<file path="src/rtl/fetch_pkg.sv">
// fetch_pkg: shared FSM states, opcode constants and default vectors for instruction fetch
package fetch_pkg;
  typedef enum logic [1:0] {BOOT, FETCH, ISSUE} state_t;
  localparam logic [5:0] OP_RTYPE = 6'b000000;
  localparam logic [5:0] OP_J = 6'b000010;
  localparam logic [5:0] OP_BEQ = 6'b000100;
  localparam logic [5:0] OP_LW = 6'b100011;
  localparam logic [5:0] OP_SW = 6'b101011;
  localparam logic [31:0] DEF_RESET_PC = 32'h0000_0000;
  localparam logic [31:0] DEF_EXC_VECTOR = 32'h8000_0180;
endpackage

</file>
<file path="src/rtl/inst_fetch_unit_if.sv">
// inst_fetch_unit_if: instruction memory req/ready bus between fetch unit and memory
interface inst_fetch_unit_if;
  logic imem_req;
  logic [31:0] imem_addr;
  logic [31:0] imem_rdata;
  logic imem_ready;
  modport master(output imem_req, imem_addr, input imem_rdata, imem_ready);
  modport slave(input imem_req, imem_addr, output imem_rdata, imem_ready);
endinterface

</file>
<file path="src/rtl/next_pc_calc.sv">
// next_pc_calc: priority next-PC selection (exception > jump > taken branch > pc+4)
module next_pc_calc
  import fetch_pkg::*;
#(
  parameter logic [31:0] EXC_VECTOR = DEF_EXC_VECTOR
) (
  input  logic [31:0] pc,
  input  logic [31:0] inst,
  input  logic        Jump,
  input  logic        Branch,
  input  logic        alu_zero,
  input  logic        Exception,
  output logic [31:0] next_pc,
  output logic        take_exc
);
  logic [31:0] w_pc4, w_jmp, w_br;
  logic w_unused;
  assign w_unused = &{1'b0, inst[31:26]};
  assign w_pc4 = pc + 32'd4;
  assign w_jmp = {w_pc4[31:28], inst[25:0], 2'b00};
  assign w_br = w_pc4 + {{14{inst[15]}}, inst[15:0], 2'b00};
  assign take_exc = Exception;
  assign next_pc = Exception ? EXC_VECTOR : Jump ? w_jmp : (Branch && alu_zero) ? w_br : w_pc4;
endmodule

</file>
<file path="src/rtl/inst_fetch_unit.sv">
// inst_fetch_unit: BOOT/FETCH/ISSUE sequencer fetching instructions and computing the next PC
module inst_fetch_unit
  import fetch_pkg::*;
#(
  parameter logic [31:0] RESET_PC = DEF_RESET_PC,
  parameter logic [31:0] EXC_VECTOR = DEF_EXC_VECTOR,
  parameter int IMEM_TIMEOUT = 15
) (
  input  logic                      clk,
  input  logic                      rst_n,
  inst_fetch_unit_if.master         imem,
  output logic [31:0]               inst,
  output logic [5:0]                Inst_A,
  output logic                      inst_valid,
  input  logic                      Jump,
  input  logic                      Branch,
  input  logic                      Exception,
  input  logic                      alu_zero,
  input  logic                      stall,
  output logic [31:0]               pc,
  output logic [31:0]               epc,
  output logic                      fetch_err
);
  state_t r_state, w_next;
  logic [31:0] r_pc, r_inst, r_epc, w_next_pc;
  logic [3:0] r_cnt;
  logic r_err, w_timeout, w_fire, w_take_exc;
  assign w_timeout = r_state == FETCH && !imem.imem_ready && r_cnt == 4'(IMEM_TIMEOUT - 1);
  assign w_fire = r_state == ISSUE && !stall;
  next_pc_calc #(.EXC_VECTOR(EXC_VECTOR)) u_npc (
    .pc(r_pc), .inst(r_inst), .Jump(Jump), .Branch(Branch), .alu_zero(alu_zero),
    .Exception(Exception), .next_pc(w_next_pc), .take_exc(w_take_exc)
  );
  always_ff @(posedge clk or negedge rst_n)
    if (!rst_n) r_state <= BOOT;
    else r_state <= w_next;
  always_comb begin
    w_next = r_state;
    imem.imem_req = 1'b0;
    inst_valid = 1'b0;
    w_next = r_state == BOOT ? FETCH : r_state == FETCH ? (imem.imem_ready ? ISSUE : FETCH) : (stall ? ISSUE : FETCH);
    imem.imem_req = r_state == FETCH;
    inst_valid = r_state == ISSUE;
  end
  // ready beats a coincident timeout, so the error path is only taken with ready low
  always_ff @(posedge clk or negedge rst_n)
    if (!rst_n) begin
      r_pc <= RESET_PC;
      r_inst <= '0;
      r_epc <= '0;
      r_cnt <= '0;
      r_err <= 1'b0;
    end else begin
      r_err <= w_timeout;
      if (r_state == FETCH) begin
        if (imem.imem_ready) begin
          r_inst <= imem.imem_rdata;
          r_cnt <= '0;
        end else if (w_timeout) begin
          r_epc <= r_pc;
          r_pc <= EXC_VECTOR;
          r_cnt <= '0;
        end else r_cnt <= r_cnt + 4'd1;
      end
      if (w_fire) begin
        r_pc <= w_next_pc;
        if (w_take_exc) r_epc <= r_pc;
      end
    end
  assign imem.imem_addr = r_pc;
  assign inst = r_inst;
  assign Inst_A = r_inst[31:26];
  assign pc = r_pc;
  assign epc = r_epc;
  assign fetch_err = r_err;
endmodule

</file>
<file path="src/flat_wrapper.sv">
// flat-port wrapper written by rule: the top's interface ports become plain ports
module inst_fetch_unit_flat import fetch_pkg::*;
#(
  parameter logic [31:0] RESET_PC = DEF_RESET_PC,
  parameter logic [31:0] EXC_VECTOR = DEF_EXC_VECTOR,
  parameter int IMEM_TIMEOUT = 15
)
  (clk, rst_n, inst, Inst_A, inst_valid, Jump, Branch, Exception, alu_zero, stall, pc, epc, fetch_err, imem_imem_req, imem_imem_addr, imem_imem_rdata, imem_imem_ready);
  inst_fetch_unit_if imem_i ();
  input  logic clk;
  input  logic rst_n;
  output logic [31:0] inst;
  output logic [5:0] Inst_A;
  output logic inst_valid;
  input  logic Jump;
  input  logic Branch;
  input  logic Exception;
  input  logic alu_zero;
  input  logic stall;
  output logic [31:0] pc;
  output logic [31:0] epc;
  output logic fetch_err;
  output wire logic [$bits(imem_i.imem_req)-1:0] imem_imem_req;
  output wire logic [$bits(imem_i.imem_addr)-1:0] imem_imem_addr;
  input wire logic [$bits(imem_i.imem_rdata)-1:0] imem_imem_rdata;
  input wire logic [$bits(imem_i.imem_ready)-1:0] imem_imem_ready;
  assign imem_imem_req = imem_i.imem_req;
  assign imem_imem_addr = imem_i.imem_addr;
  assign imem_i.imem_rdata = imem_imem_rdata;
  assign imem_i.imem_ready = imem_imem_ready;
  inst_fetch_unit #(.RESET_PC(RESET_PC), .EXC_VECTOR(EXC_VECTOR), .IMEM_TIMEOUT(IMEM_TIMEOUT)) u_core (.clk(clk), .rst_n(rst_n), .imem(imem_i), .inst(inst), .Inst_A(Inst_A), .inst_valid(inst_valid), .Jump(Jump), .Branch(Branch), .Exception(Exception), .alu_zero(alu_zero), .stall(stall), .pc(pc), .epc(epc), .fetch_err(fetch_err));
endmodule
</file>
<file path="config.mk">
export PLATFORM = sky130hd
export DESIGN_NAME = inst_fetch_unit_flat
export DESIGN_NICKNAME = d
export VERILOG_FILES = /design/src/rtl/fetch_pkg.sv /design/src/rtl/inst_fetch_unit_if.sv /design/src/rtl/next_pc_calc.sv /design/src/rtl/inst_fetch_unit.sv /design/src/flat_wrapper.sv
export SDC_FILE = /design/constraint.sdc
export NUM_CORES = 1
export LEC_CHECK = 0
export ABC_AREA = 1
export CORE_MARGIN = 1.5
export CORE_UTILIZATION = 40
export CTS_BUF_LIST = sky130_fd_sc_hd__clkbuf_4
export DETAILED_ROUTE_END_ITERATION = 6
export GPL_ROUTABILITY_DRIVEN = 0
export PLACE_DENSITY = 0.76
export SYNTH_ARGS = -nofsm -noshare
export SYNTH_HDL_FRONTEND = slang
export SYNTH_SLANG_ARGS = --single-unit
</file>
<file path="constraint.sdc">
create_clock -name clk -period 2.9 [get_ports clk]
set_clock_uncertainty 0.15 [all_clocks]
set_input_delay 0.725 -clock clk [delete_from_list [all_inputs] [get_ports clk]]
set_output_delay 0.725 -clock clk [all_outputs]
set_load 0.1 [all_outputs]
</file>
==> impl_metrics.json <==
{
  "synth_ff_type": "dfrtp_1",
  "path_common_cell": "nand2_1",
  "status": "finished, violations left",
  "max_freq_mhz": 320,
  "yosys-top-cells-area": "dfrtp_1 (33%), nand2_1 (15%), nor2_1 (6.5%), inv_1 (6.5%), ha_1 (6.1%)",
  "syn-cell-area_um2": 7600,
  "grt_max_degree": 43,
  "grt_pass1_vias": 7919,
  "async_flop_share_pct": 100,
  "yosysTopAreaCellShare_pct": 33.3,
  "ant_nets": 0,
  "violations": "negative setup slack",
  "critPathBufInv": 3,
  "cts_buffer_depth": 2,
  "cts_tree": "done",
  "placed_cells": 1546,
  "critPathSlowestCell": "dfrtp_4",
  "postSynthCellCount": 1084,
  "dpl_cell_area_um2": 10100,
  "dr.pass1.iters": 5,
  "hold_violations": 0,
  "synth-seq-cells": 101,
  "arrival_ps": 3350,
  "path_class": "flop to flop",
  "seq_area_um2": 2610,
  "cts_made_buffers": 9,
  "die-area_um2": 19800,
  "grt_pass1_wl_mm": 39.5,
  "fp.coreArea_um2": 18600,
  "areaGrowthSynthToFinish_pct": 48.2,
  "fp.dieH_um": 141,
  "fillers": 1603,
  "crit_chain": "ha_4, nand2_4, inv_4, nand3_4, inv_4, nand3_4, nor2_4, xor2_4, ha_4, nand2_4, nor2_4, inv_2, nor2_2, nand2_1, nand2_2, nand2_2, nand2_1, nand2_1, nand3_1, nand3_2, nand2_1, o21ai_1",
  "syn_avg_cell_area_um2": 7.01,
  "cts_root_buffer": "clkbuf_4",
  "finalCritPeriodShare_pct": 108,
  "wl_mm": 26.2,
  "mostFrequentLayoutCell": "buf_4",
  "grt_overflow": 0,
  "start_util_pct": 40.8,
  "synth_cell_type_count": 44,
  "maxSlewViolCount": 0,
  "rows": 50,
  "io_buffers": 172,
  "hold_slack_ps": 356,
  "yosys.area.top_type": "dfrtp_1",
  "synth_seq_area_share_pct": 33.3,
  "route.detailed.drc": 0,
  "clock-sinks": 101,
  "end_kind": "flop",
  "drive_above_1_share_pct": 41.5,
  "synth_edf_count": 0,
  "fin_area_um2": 11300,
  "worst_slew_pin_slew_ps": 599,
  "path_max_fanout": 5,
  "min_period_ps": 3120,
  "htree_num_levels": 3,
  "yosysWarnings": 0,
  "nNetsFinal": 1422,
  "grt_use_total_pct": 25.3,
  "fin_tns_setup_ps": -2190,
  "rsz0062_at_grt": "true",
  "hpwlAfterDp_mm": 19.2,
  "n_antenna_cell": 0,
  "worst_slack_ps": -223,
  "multi_input_area_um2": 5230,
  "instances_no_fill": 1583,
  "path_clk_slew_ps": 160,
  "slew_headroom_pct": 60.0,
  "drtIter0Drc": 637,
  "via_per_inst": 5.31,
  "cp-start-kind": "flop",
  "clk_latency_ps": 510,
  "antenna_found_initial": 0,
  "critPathTopFamily": "simple AND/OR/NAND/NOR gates",
  "min_path_type": "flop to flop",
  "critPathRequiredTime_ps": 3130,
  "cap_viol_max_count": 0,
  "critPathMaxStageDelay_ps": 500,
  "vias": 8401,
  "io_pins": 177,
  "wl_per_cell_um": 16.6,
  "finalSetupViolCount": 17,
  "final_cell_mix": "buf_4 (265), nand2_1 (253), inv_1 (117)",
  "die_x_um": 141
}
==> sequential cells by signal, indices dropped and copies added (netlist names) <==
signal,flops
u_core.inst,32
u_core.r_cnt,4
u_core.imem.imem_addr,30
u_core.fetch_err,1
u_core.epc,32
u_core.r_state,2
==> final timing paths <==
| path | start | endpoint | slack, ps | depth (start not counted) |
|---|---|---|---|---|
| max | u_core.imem.imem_addr[2] | u_core.imem.imem_addr[23] | -220 | 22 |
| min | u_core.epc[0] | u_core.epc[0] | 360 | 2 |
| max in group asynchronous | rst_n | u_core.inst[20] | 1310 | 3 |
| max reg2reg | u_core.imem.imem_addr[2] | u_core.imem.imem_addr[23] | -220 | 22 |
| min in group asynchronous | rst_n | u_core.imem.imem_addr[31] | 530 | 2 |
| min reg2reg | u_core.epc[0] | u_core.epc[0] | 360 | 2 |
==> layout make-up <==
cell class | count | share of cell area (%)
Multi-Input combinational cell | 787 | 46.4
Clock buffer | 11 | 0.733
Clock inverter | 5 | 0.311
Sequential cell | 101 | 23.2
Timing Repair Buffer | 310 | 22.2
Tap cell | 234 | 2.60
Inverter | 135 | 4.55
==> cell usage after synthesis (2+ instances only) <==
library cell / count
nor2_2: 13
buf_4: 43
clkbuf_1: 16
nand3b_1: 4
nand2_2: 4
ha_1: 37
a21oi_1: 69
nand3_1: 65
and2_1: 2
dfrtp_1: 101
nand4_1: 6
mux2_2: 36
clkinv_1: 2
nor2_1: 132
nor4_1: 3
nor3_1: 9
xor2_1: 17
or2_2: 3
nor2_4: 2
xnor2_1: 4
inv_1: 131
o21bai_1: 6
o21ai_1: 2
buf_2: 5
o21ai_0: 43
o22ai_1: 6
o211ai_1: 6
nand2_1: 297
inv_2: 2
nand3_2: 4
==> stage by stage <==
stage          util [%]  setup WS, ps
6_report           60.4          -223
5_1_grt            60.4          -391
4_1_cts            56.9         -94.7
3_5_place_dp       54.0          -237
3_3_place_gp       54.0          -250
2_1_floorplan         -         -86.3
==> worst min-delay path, stage by stage, from the launching register on <==
cell and delay (ps):
dfrtp_1 400, inv_1 50, nor2_1 40
==> routing by layer <==
metal / vias to the layer above / GRT usage [%] / part of all wire (%)
met4: 0 / 10.6 / 4.7
met3: 101 / 4.82 / 7.2
li1: 3940 / - / -
met1: 3948 / 30.8 / 39
met5: - / 0 / 0
met2: 412 / 43.8 / 49
==> cells by family (layout without fill, tap and decap cells) <==
logic type | count (synthesis) | after routing | synth area share [%]
multiplexers | 36 | 36 | 5.34
AO/OA/AOI/OAI | 138 | 138 | 9.83
buffers and inverters | 199 | 461 | 12.0
flip-flops | 101 | 101 | 33.3
adder cells (fa/ha/maj) | 38 | 38 | 6.36
other | 1 | 4 | 0.0494
AND/OR/NAND/NOR | 549 | 549 | 30.5
XOR/XNOR | 22 | 22 | 2.64
==> repair_timing <==
item | in CTS | in global routing
setup buffers | 7 | 13
gates resized for setup | 85 | 107
endpoints found under the hold margin | 1 | 0
setup endpoints to repair | 19 | 24
pin swaps | 34 | 58
hold buffers | 1 | 0
Power is left out: the tool's default activity adds up to more than one toggle a clock period on the data nets, which glitch-free logic cannot reach.
==> RTL change 1 (same flow settings) <==
Re-encode `state_t` (3 states) as one-hot, 3 bits wide.
--- a/src/rtl/fetch_pkg.sv
+++ b/src/rtl/fetch_pkg.sv
@@ -1,6 +1,6 @@
 // fetch_pkg: shared FSM states, opcode constants and default vectors for instruction fetch
 package fetch_pkg;
-  typedef enum logic [1:0] {BOOT, FETCH, ISSUE} state_t;
+  typedef enum logic [2:0] {BOOT = 3'b001, FETCH = 3'b010, ISSUE = 3'b100} state_t;
   localparam logic [5:0] OP_RTYPE = 6'b000000;
   localparam logic [5:0] OP_J = 6'b000010;
   localparam logic [5:0] OP_BEQ = 6'b000100;
Check against the original RTL: same outputs for any inputs over 4 cycles, from zero or initial values and one cycle with rst_n low; so few cycles prove little.
==> RTL change 1 against the unedited design <==
The run still ends with setup timing left. Via count grew 5.3%. Sequential cell count grew 1. Area after synthesis shrank 3.2%. Final area grew 5.1%. Count of clock-buffer cells in the layout is the same. Setup slack lost 0.25 ns. Routed wire length grew 11%. Largest cell class unchanged. Highest routed layer unchanged.
Power is not shown: default switching activity piles up to over one toggle a cycle in this logic, so the estimate is an artifact.
==> RTL change 1: results <==
metrics = {
    "critical_path": {
        "arrival_ns": 3.64,
        "critical_path.top_delay_family": "simple AND/OR/NAND/NOR gates",
        "crit_path_max_fo": 4,
    },
    "finish": {
        "share_of_cells_above_drive_strength_1": 0.495,
        "multi_input_comb_area_um2": 5360,
        "regArea_um2": 2630,
        "filler_cell_count": 1248,
        "multi_input_gates": 736,
        "num-nets-final": 1404,
        "clock_area_frac": 0.0119,
        "buf_share": 0.254,
        "signal_buffers": 373,
        "nClkBuffers": 11,
        "diodes": 1,
        "inverters_excl_clock": 104,
        "seqAreaFraction": 0.222,
        "finish.cell_count_without_fillers": 1561,
    },
    "route": {
        "wirelength_mm": 29.2,
        "initialDrtViolationCount": 1105,
        "first_pass_iters": 6,
        "viasPerCell": 5.66,
    },
    "yosys": {
        "netlist_top_cells_area": "dfrtp_1 34%, nand2_1 13%, ha_1 6.3%",
        "synthArstFlopShare": 1.00,
        "synth-seq-area-share": 0.347,
        "synthCells": 1002,
        "netlist_top_cells_count": "252 x nand2_1, 122 x nor2_1, 101 x dfrtp_1",
        "synth.distinct_cells": 48,
        "postSynthRegisterBits": 102,
    },
    "grt": {
        "grt_use_total": 0.253,
        "grt_first_pass_wirelength_mm": 39.0,
        "antenna_found_initial": 1,
        "via_count_of_the_first_global_routing_pass": 7543,
        "grt_max_degree": 35,
    },
    "timing": {
        "worst_slew_margin_rel": 0.448,
        "final.setup.worst_slack_ns": -0.474,
        "setup_tns_ns": -6.76,
        "setup_viol": 25,
    },
    "placed_design": {
        "hpwl_mm": 18.0,
        "pre_cts_slack_ns": -0.422,
        "cell_area_placed_um2": 10100,
        "dpl.cell_count": 1490,
    },
    "status": {
        "violations_in_the_final_reports": "setup timing",
        "run_status": "finished, violations left",
    },
    "clocking": {
        "clk_path_buf_depth": 2,
        "worst_setup_hold_path_clk_slew_ns": 0.17,
        "cts_inserted_buffers": 9,
    },
    "min_path": {
        "min_delay_worst_type": "input port to async pin",
    },
}
==> RTL change 1: changes by cell type after synthesis, sizes merged, moves of 4 or more <==
cell	before	now
inv	133	103
a21oi	70	76
o21ai	46	64
nand3	69	42
nand2	301	257
nor3	11	15
nor2	147	130
==> RTL change 1: path summary, 6_finish.rpt <==
check / start / to / slack [ns] / depth (start not counted)
worst max-delay path: u_core.imem.imem_addr[3] / u_core.imem.imem_addr[21] / -0.47 / 19
worst min-delay path: rst_n / u_core.imem.imem_addr[3] / 0.02 / 1
worst max register to register: u_core.imem.imem_addr[3] / u_core.imem.imem_addr[21] / -0.47 / 19
worst min register to register: u_core.epc[0] / u_core.epc[0] / 0.36 / 2
max in group asynchronous: rst_n / u_core.imem.imem_addr[18] / 1.86 / 2
min in group clk: u_core.epc[0] / u_core.epc[0] / 0.36 / 2
==> RTL change 1: layer usage <==
metal	vias to the layer above	routed length (um)	track usage
met3	198	3170	0.0380
met1	4101	11300	0.358
li1	3847	-	-
met5	-	0	0
met2	697	13000	0.394
met4	0	1740	0.0947
==> RTL change 1: timing repair <==
item / 4_1_cts / 5_1_grt
endpoints found under the setup margin: 24 / 25
pin swaps: 67 / 54
resized for setup: 155 / 121
setup buffers: 22 / 32
==> RTL change 1: cell families (layout without fill, tap and decap cells) <==
kind of cell | count (synthesis) | count (layout) | share of synthesized area
multiplexers | 36 | 36 | 0.0549
adder cells (fa/ha/maj) | 38 | 38 | 0.0657
other | 1 | 6 | 0.000510
flip-flops | 102 | 102 | 0.347
XOR/XNOR | 24 | 24 | 0.0286
buffers and inverters | 168 | 493 | 0.109
AO/OA/AOI/OAI | 169 | 169 | 0.126
AND/OR/NAND/NOR | 464 | 464 | 0.269
==> RTL change 2 (same settings) <==
Made on the original files. `IMEM_TIMEOUT` is set to 15 in 2 places; all go to 7.
--- a/src/rtl/inst_fetch_unit.sv
+++ b/src/rtl/inst_fetch_unit.sv
@@ -4,7 +4,7 @@
 #(
   parameter logic [31:0] RESET_PC = DEF_RESET_PC,
   parameter logic [31:0] EXC_VECTOR = DEF_EXC_VECTOR,
-  parameter int IMEM_TIMEOUT = 15
+  parameter int IMEM_TIMEOUT = 7
 ) (
   input  logic                      clk,
   input  logic                      rst_n,
--- a/src/flat_wrapper.sv
+++ b/src/flat_wrapper.sv
@@ -3,7 +3,7 @@
 #(
   parameter logic [31:0] RESET_PC = DEF_RESET_PC,
   parameter logic [31:0] EXC_VECTOR = DEF_EXC_VECTOR,
-  parameter int IMEM_TIMEOUT = 15
+  parameter int IMEM_TIMEOUT = 7
 )
   (clk, rst_n, inst, Inst_A, inst_valid, Jump, Branch, Exception, alu_zero, stall, pc, epc, fetch_err, imem_imem_req, imem_imem_addr, imem_imem_rdata, imem_imem_ready);
   inst_fetch_unit_if imem_i ();
Behaviour: same outputs for any inputs over 4 cycles, from zero or initial values and one cycle with rst_n low; that may be too few to reach the edited logic, so the function may still have changed.
==> RTL change 2 against the unedited design <==
The flow still finishes with violations (setup timing). Sequential cell count stayed put. Fmax is 1.1% higher. Final area is 3.7% higher. Area after synthesis is 0.74% higher. Global-route usage is 0.28 points higher. Setup slack better by 0.034 ns. Routed wire length is 5.9% higher. Core utilization is 2.0 points higher. Critical endpoint unchanged.
Power is left out: the tool's default activity adds up to more than one toggle a clock period on the data nets, which glitch-free logic cannot reach.
==> RTL change 2: results <==
metrics = {
    "critical_path": {
        "arrival_ns": 3.36,
        "r2r_cells": 19,
        "worst_setup_path_startpoint": "u_core.imem.imem_addr[3]",
        "critical_path.endpoint_type": "register",
    },
    "placed_design": {
        "cell_area_placed_um2": 10200,
        "pre_cts_slack_ns": -0.308,
        "hpwl_mm": 19.6,
    },
    "yosys": {
        "synth.mux.area_fraction": 0.0530,
        "adder_cell_share_of_the_synthesized_area": 0.0631,
        "netlist_top_cells_count": "291 x nand2_1, 131 x nor2_1, 127 x inv_1",
        "synth-seq-area-share": 0.330,
        "synth-compound-area-share": 0.0973,
        "netlist_top_cells_area": "dfrtp_1 33%, nand2_1 14%, nor2_1 6.4%",
        "synth.distinct_cells": 45,
        "synth_xor_xnor_area_share": 0.0262,
    },
    "status": {
        "violations_in_the_final_reports": "setup timing",
        "run_status": "finished, violations left",
    },
    "finish": {
        "area_growth_syn_to_layout_pct": 52.5,
        "share_of_cells_above_drive_strength_1": 0.450,
        "num-nets-final": 1439,
        "filler_cell_count": 1503,
        "diodes": 0,
    },
    "route": {
        "route.layer.met1.wl_mm": 10.4,
        "wl_per_cell_um": 17.4,
        "routed-wl-met2_mm": 13.7,
        "detailroute.wirelength.met3_mm": 2.24,
        "detailroute.via_count": 8650,
    },
    "timing": {
        "tightest_slew_ns": 0.593,
        "final.setup.worst_slack_ns": -0.189,
        "setup_viol": 22,
    },
    "clocking": {
        "cts_setup_buffers": 9,
        "worst_setup_hold_path_clk_slew_ns": 0.21,
        "ctsResizeCount": 106,
    },
    "grt": {
        "met1_usage": 0.309,
        "met3_usage": 0.0469,
        "grt_first_pass_wirelength_mm": 40.1,
        "grt_use_total": 0.256,
        "via_count_of_the_first_global_routing_pass": 8042,
        "grt_max_degree": 39,
    },
}
==> RTL change 2: cell count changes after synthesis, moves of 2 or more <==
cell,unedited run,this run
o21ai_0,43,36
nand2_1,297,291
o21ai_1,2,8
inv_2,2,7
nand2_2,4,9
nor2_4,2,7
inv_1,131,127
nor2_2,13,9
buf_2,5,8
buf_4,43,41
==> RTL change 2: metrics by stage <==
stage / TNS, ns / hold WS, ns / std cells
after floorplan: -0.377 / 0.279 / 1087
after global placement: -3.25 / 0.336 / 1563
after detailed placement: -4.02 / 0.341 / 1563
after CTS: -0.287 / 0.363 / 1589
after global routing: -5.63 / 0.390 / 1600
final: -2.13 / 0.360 / 1600
==> RTL change 2: final cells by class <==
cell class,count,area share
clock buffers,9,0.00579
clock inverters,7,0.00782
inverters,136,0.0445
multi-input cells,786,0.467
flip-flops and latches,101,0.224
well taps,234,0.0251
repair buffers,327,0.226
